--- src/rtl/stream_pool2d.sv ---
// Streaming 2x2 stride-2 pooling with a half-width line buffer.
// Define POOL_AVG_EN to compile in average pooling (pool_mode=1); otherwise max only.
module stream_pool2d #(
    parameter int unsigned DATA_W = 22,
    parameter int unsigned IMG_W  = 30,
    parameter int unsigned IMG_H  = 30
) (
    input  logic                     clk,
    input  logic                     rst,
    input  logic                     start,
    input  logic                     pool_mode,
    input  logic                     in_valid,
    output logic                     in_ready,
    input  logic signed [DATA_W-1:0] in_data,
    output logic                     out_valid,
    input  logic                     out_ready,
    output logic signed [DATA_W-1:0] out_data,
    output logic                     busy,
    output logic                     done
);

    localparam int unsigned HALF_W = IMG_W / 2;
    localparam int unsigned XW     = $clog2(IMG_W);
    localparam int unsigned YW     = $clog2(IMG_H);
    localparam int unsigned LW     = (HALF_W > 1) ? $clog2(HALF_W) : 1;
`ifdef POOL_AVG_EN
    localparam int unsigned PW     = DATA_W + 1;
`else
    localparam int unsigned PW     = DATA_W;
`endif
    localparam int unsigned SW     = DATA_W + 2;

    localparam logic [XW-1:0] XLast = XW'(IMG_W - 1);
    localparam logic [YW-1:0] YLast = YW'(IMG_H - 1);

    typedef enum logic [1:0] {StIdle, StRun, StFlush, StDone} state_e;

    state_e                    state_q, state_d;
    logic [XW-1:0]             x_q, x_d;
    logic [YW-1:0]             y_q, y_d;
    logic                      mode_q;
    logic signed [DATA_W-1:0]  h_q;
    logic signed [PW-1:0]      lbuf_q [HALF_W];
    logic                      out_valid_q, out_valid_d;
    logic signed [DATA_W-1:0]  out_data_q, out_data_d;

    logic                      accept;
    logic                      last_pix;
    logic                      load;
    logic [LW-1:0]             lidx;
    logic signed [PW-1:0]      h_ext, in_ext, pair_max, pair, lb_rd;
    logic signed [DATA_W-1:0]  res_max, res;

    assign in_ready = (state_q == StRun) && (!out_valid_q || out_ready);
    assign accept   = in_valid && in_ready;
    assign last_pix = (x_q == XLast) && (y_q == YLast);
    assign load     = accept && x_q[0] && y_q[0];
    assign lidx     = LW'(x_q >> 1);

    assign h_ext    = PW'(h_q);
    assign in_ext   = PW'(in_data);
    assign pair_max = (h_ext > in_ext) ? h_ext : in_ext;
    assign lb_rd    = lbuf_q[lidx];
    assign res_max  = DATA_W'((pair > lb_rd) ? pair : lb_rd);

`ifdef POOL_AVG_EN
    logic signed [SW-1:0] sum4;

    // Pair sums keep one guard bit; the 4-way sum needs two before the floor shift.
    assign pair = mode_q ? (h_ext + in_ext) : pair_max;
    assign sum4 = SW'(pair) + SW'(lb_rd);
    assign res  = mode_q ? DATA_W'(sum4 >>> 2) : res_max;

    always_ff @(posedge clk or negedge rst) begin
        if (!rst) begin
            mode_q <= 1'b0;
        end else if (state_q == StIdle && start) begin
            mode_q <= pool_mode;
        end
    end
`else
    logic unused_mode;

    assign mode_q      = 1'b0;
    assign unused_mode = pool_mode ^ mode_q;
    assign pair        = pair_max;
    assign res         = res_max;
`endif

    always_comb begin
        state_d = state_q;
        x_d     = x_q;
        y_d     = y_q;
        case (state_q)
            StIdle: begin
                if (start) begin
                    state_d = StRun;
                    x_d     = '0;
                    y_d     = '0;
                end
            end
            StRun: begin
                if (accept) begin
                    if (x_q == XLast) begin
                        x_d = '0;
                        y_d = (y_q == YLast) ? '0 : y_q + YW'(1);
                    end else begin
                        x_d = x_q + XW'(1);
                    end
                    if (last_pix) begin
                        state_d = StFlush;
                    end
                end
            end
            StFlush: begin
                if (!out_valid_q || out_ready) begin
                    state_d = StDone;
                end
            end
            StDone:  state_d = StIdle;
            default: state_d = StIdle;
        endcase
    end

    // A new result only loads when in_ready, i.e. the old one is gone or leaving.
    always_comb begin
        out_valid_d = load | (out_valid_q & ~out_ready);
        out_data_d  = load ? res : out_data_q;
    end

    always_ff @(posedge clk or negedge rst) begin
        if (!rst) begin
            state_q     <= StIdle;
            x_q         <= '0;
            y_q         <= '0;
            out_valid_q <= 1'b0;
            out_data_q  <= '0;
        end else begin
            state_q     <= state_d;
            x_q         <= x_d;
            y_q         <= y_d;
            out_valid_q <= out_valid_d;
            out_data_q  <= out_data_d;
        end
    end

    // No reset on the pixel hold and line buffer so they map onto plain RAM/flops.
    always_ff @(posedge clk) begin
        if (accept && !x_q[0]) begin
            h_q <= in_data;
        end
        if (accept && x_q[0] && !y_q[0]) begin
            lbuf_q[lidx] <= pair;
        end
    end

    assign out_valid = out_valid_q;
    assign out_data  = out_data_q;
    assign busy      = (state_q == StRun) || (state_q == StFlush);
    assign done      = (state_q == StDone);

endmodule

--- config.mk ---
export PLATFORM = sky130hd
export DESIGN_NAME = stream_pool2d
export DESIGN_NICKNAME = d
export VERILOG_FILES = /design/src/rtl/stream_pool2d.sv
export SDC_FILE = /design/constraint.sdc
export NUM_CORES = 1
export LEC_CHECK = 0
export ABC_AREA = 1
export CAP_MARGIN = 20
export CORE_AREA = 2 2 206 208
export DETAILED_ROUTE_END_ITERATION = 8
export DIE_AREA = 0 0 208 210
export RECOVER_POWER = 100
export SETUP_SLACK_MARGIN = 0.2
export SLEW_MARGIN = 15
export SYNTH_ARGS = -nofsm -noshare
export SYNTH_HDL_FRONTEND = slang
export SYNTH_SLANG_ARGS = --single-unit
export TNS_END_PERCENT = 100
--- constraint.sdc ---
create_clock -name clk -period 3.6 [get_ports clk]
set_input_delay 0.72 -clock clk [delete_from_list [all_inputs] [get_ports clk]]
set_output_delay 0.72 -clock clk [all_outputs]
set_load 0.01 [all_outputs]
==> results.md <==
* Result of the run: complete, but fails checks
* Violated checks: max-capacitance violations, max-slew violations, negative setup slack
* Floorplan row count at 75
* Via density at 5.276
* Number of diodes added for antenna fixing at 0
* Die height at 210 um
* Areal power density over the cells at 748.1 nW/um2
* Routed Wire Length at 42790 um
* Slew at the pin closest to its max-slew limit at 2.092 ns
* Hold WC Path Type: flop to flop
* Final setup violation count at 9
* Number of enable flip-flop cells after synthesis at 352
* Leading cell types by count after synthesis: sky130_fd_sc_hd__nand2_1 (364), sky130_fd_sc_hd__edfxtp_1 (352), sky130_fd_sc_hd__a22oi_1 (132)
* TNS Setup at -0.1663 ns
* Clock tree from TritonCTS: built
* Placed instance area at 19290 um2
* Post-synthesis sequential element count at 387
* Post-detailed-placement half-perimeter wirelength at 27800 um
* CTS Root Buffer Type: sky130_fd_sc_hd__clkbuf_16
* Worst Setup Slack, final at -0.03173 ns
* Flop-to-flop setup slack at -0.03 ns
* Placer congestion estimate at 0.7892
* Category of the critical setup timing path: input pin to flop
* Net count after synthesis at 1407
* Number of buffers created by CTS at 40
* Residual DRC at 0
* Top_reg_cell synth: sky130_fd_sc_hd__edfxtp_1
* Worst hold-check slack at 0.4812 ns
* Top fanout value on the critical path at 6
* Kind of start point of the critical path: input pin
* Yosys synthesis warning count at 0
* Shortest clock period the worst path allows after layout at 3.632 ns
* Wire length of the first global-routing pass at 66230 um
* Detailed-routing iteration count for the pre-antenna-repair pass at 5
* Critical Path RT at 4.07 ns
* CTS clk-pin slew, worst paths at 0.06 ns
* Highest clock rate at 275.4 MHz
* Unrepaired setup endpoints after global routing: yes
* VDD IR max at 0.0003810 V
* Hold-fix buffers, CTS at 0
* Maximum buffer depth of the clock tree at 3
* Gate count after technology mapping at 1326
* Antenna violation net count after detailed routing at 0
* Layout Nets at 1608
* Number of hold violations in the final report at 0
* Max-cap violations at 1
* Core Footprint at 41480 um2
* Post-route cell area at 21270 um2
* Most frequent cell after synthesis: sky130_fd_sc_hd__nand2_1
* Number of distinct library cells after synthesis at 33
* Layout overhead on the synthesized area at 29.63%
* Number of placed I/O pins at 54
* Final worst-path cycle share at 1.009
* Slew Limit Headroom at -0.3945
* Clock tree sinks at 387
* Initial DRC Count at 837
* Number of global-route vias before repair at 11310
* Overall fraction of global-route tracks in use at 0.1977
* Async set-reset flop share out of synthesis at 0.09044
* Clock Skews at 0.01862 ns
* Cell type with the largest total area after synthesis: sky130_fd_sc_hd__edfxtp_1
* Layout Utilization at 0.5128
* Clock insertion delay at the later pin of the skew report at 0.54 ns
* Portion of the post-synthesis area used by sequential elements at 0.6976
* Antenna violations before repair at 0
* H-Tree Depth at 2
* Count of buffers from port buffering at 52
* Average footprint of a synthesized cell at 12.37 um2
* Lkg Pwr at 8.080 nW
* Fraction of layout cells with a size suffix above 1 at 0.2632
* Cell area after synthesis at 16410 um2
* Max-slew violation total from the final report at 36
* Initial Util at 0.3956
* Die span in x at 208 um
* Global route total overflow at 0
* Endpoint arrival time on the critical path at 4.10 ns
* Average wire per cell in the routed design at 20.44 um
* Pin count of the biggest net entering global routing at 46
* Fraction of post-synthesis cell area in the top cell type by area at 0.6442
* Cell types occupying the most area after synthesis: sky130_fd_sc_hd__edfxtp_1 (64%), sky130_fd_sc_hd__nand2_1 (8.3%), sky130_fd_sc_hd__a22oi_1 (6.0%), sky130_fd_sc_hd__dfrtp_1 (5.3%), sky130_fd_sc_hd__ha_1 (4.0%)
* Via count at 11040
* Overall die area at 43680 um2
* Type of element capturing the critical path: flop
* PnR Total Power at 15.91 mW
-- routing by layer --
metal | vias to the layer above | global-route usage | routed length, um | part of all wire
met4 | 0 | 0.06334 | 1124 | 0.026
met2 | 294 | 0.3355 | 21140 | 0.49
li1 | 5198 | - | - | -
met3 | 71 | 0.03069 | 2311 | 0.054
met5 | - | 0 | 0 | 0
met1 | 5479 | 0.2618 | 18210 | 0.43
-- cell type report --
class	instances	area [um2]
fill	3618	20210
sequential	387	11450
multi-input combinational	810	5717
timing repair buffer	215	1953
clock buffer	52	1067
tap	539	674.4
inverter	73	281.5
clock inverter	17	128.9
-- power by group --
part	total [mW]	internal, mW	switching (mW)
Combinational	6.52	2.70	3.82
Clock	3.86	2.22	1.64
Sequential	5.53	5.36	0.173
Total	15.9	10.3	5.63
-- repair_timing --
action	in CTS	in global routing
hold endpoints to repair	0	0
buffers inserted	14	3
endpoints found under the setup margin	22	22
pin swaps	55	14
resized for setup	125	32
cloned	5	0
-- registers in the layout, indices dropped and copies added (netlist names) --
name	count
x_q	5
out_valid	1
state_q	2
out_data	22
h_ext	22
y_q	5
lbuf_q	330
-- final timing paths --
kind,startpoint,to,cells past startpoint
worst max-delay path,in_data[21],out_data[12],27
worst min-delay path,out_data[4],out_data[4],2
worst max register to register,h_ext[21],out_data[12],25
worst min register to register,out_data[4],out_data[4],2
max in group asynchronous,rst,out_data[11],1
min in group asynchronous,rst,out_data[14],1
-- cell usage in the layout (no fill, tap or decap), types with 4 or more instances in the layout --
master,Yosys,layout
sky130_fd_sc_hd__nor2_2,1,23
sky130_fd_sc_hd__clkdlybuf4s50_1,0,5
sky130_fd_sc_hd__nand4_1,6,6
sky130_fd_sc_hd__nand2_4,0,32
sky130_fd_sc_hd__ha_1,53,25
sky130_fd_sc_hd__dlygate4sd2_1,0,21
sky130_fd_sc_hd__nand2_2,1,30
sky130_fd_sc_hd__clkbuf_16,0,41
sky130_fd_sc_hd__nand3_2,1,23
sky130_fd_sc_hd__nand3_4,0,16
sky130_fd_sc_hd__nand3_1,73,35
sky130_fd_sc_hd__clkinv_1,0,7
sky130_fd_sc_hd__clkinv_2,0,7
sky130_fd_sc_hd__a21oi_1,76,64
sky130_fd_sc_hd__buf_6,2,8
sky130_fd_sc_hd__buf_16,0,5
sky130_fd_sc_hd__nand2_1,364,293
sky130_fd_sc_hd__a21oi_2,0,11
sky130_fd_sc_hd__buf_4,7,113
sky130_fd_sc_hd__nor2_4,3,10
sky130_fd_sc_hd__nand2_8,0,10
sky130_fd_sc_hd__nor3_1,5,4
sky130_fd_sc_hd__o21ai_0,10,10
sky130_fd_sc_hd__a22oi_1,132,132
sky130_fd_sc_hd__ha_4,0,28
sky130_fd_sc_hd__inv_2,6,12
sky130_fd_sc_hd__inv_1,67,59
sky130_fd_sc_hd__nor3_2,16,16
sky130_fd_sc_hd__clkbuf_1,21,33
sky130_fd_sc_hd__buf_12,0,15
sky130_fd_sc_hd__dlygate4sd3_1,0,24
sky130_fd_sc_hd__dfrtp_1,35,35
sky130_fd_sc_hd__edfxtp_1,352,352
sky130_fd_sc_hd__nor2_1,53,24
-- stage by stage --
stage                     instances  worst slack (ns)
after global routing           2093           -0.2560
after floorplan                1326            0.1818
after CTS                      2090           0.01645
after detailed placement       2002           -0.9619
final                          2093          -0.03173
after global placement         2002           -0.9382
-- cells by family (layout without fill, tap and decap cells) --
| family | count (synthesis) | after routing | share of synthesized area |
|---|---|---|---|
| and+or+nand+nor | 527 | 527 | 0.1364 |
| DFF | 387 | 387 | 0.6976 |
| adders and majority gates | 53 | 53 | 0.04042 |
| buffers and inverters | 129 | 357 | 0.03386 |
| AOI/OAI and AO/OA | 230 | 230 | 0.09166 |
-- critical path: stages --
cell and delay (ns):
sky130_fd_sc_hd__dlygate4sd2_1 0.23, sky130_fd_sc_hd__inv_2 0.05, sky130_fd_sc_hd__ha_4 0.28, sky130_fd_sc_hd__nand2_4 0.05, sky130_fd_sc_hd__nor2_4 0.16, sky130_fd_sc_hd__nand2_4 0.09, sky130_fd_sc_hd__nor2_4 0.12, sky130_fd_sc_hd__nor2_4 0.05
sky130_fd_sc_hd__buf_6 0.11, sky130_fd_sc_hd__nand4_1 0.09, sky130_fd_sc_hd__nand3_2 0.10, sky130_fd_sc_hd__buf_12 0.16, sky130_fd_sc_hd__buf_16 0.16, sky130_fd_sc_hd__nand2_8 0.09, sky130_fd_sc_hd__nand2_8 0.05, sky130_fd_sc_hd__ha_4 0.29
sky130_fd_sc_hd__nand2_4 0.06, sky130_fd_sc_hd__nor2_4 0.13, sky130_fd_sc_hd__a21boi_2 0.20, sky130_fd_sc_hd__nor2_2 0.06, sky130_fd_sc_hd__nand4_1 0.14, sky130_fd_sc_hd__nand3_4 0.13, sky130_fd_sc_hd__buf_6 0.15, sky130_fd_sc_hd__buf_6 0.12
sky130_fd_sc_hd__a21oi_2 0.14, sky130_fd_sc_hd__nand2_1 0.07, sky130_fd_sc_hd__nand2_1 0.06
Note: power is estimated with default switching activity, not from simulation.
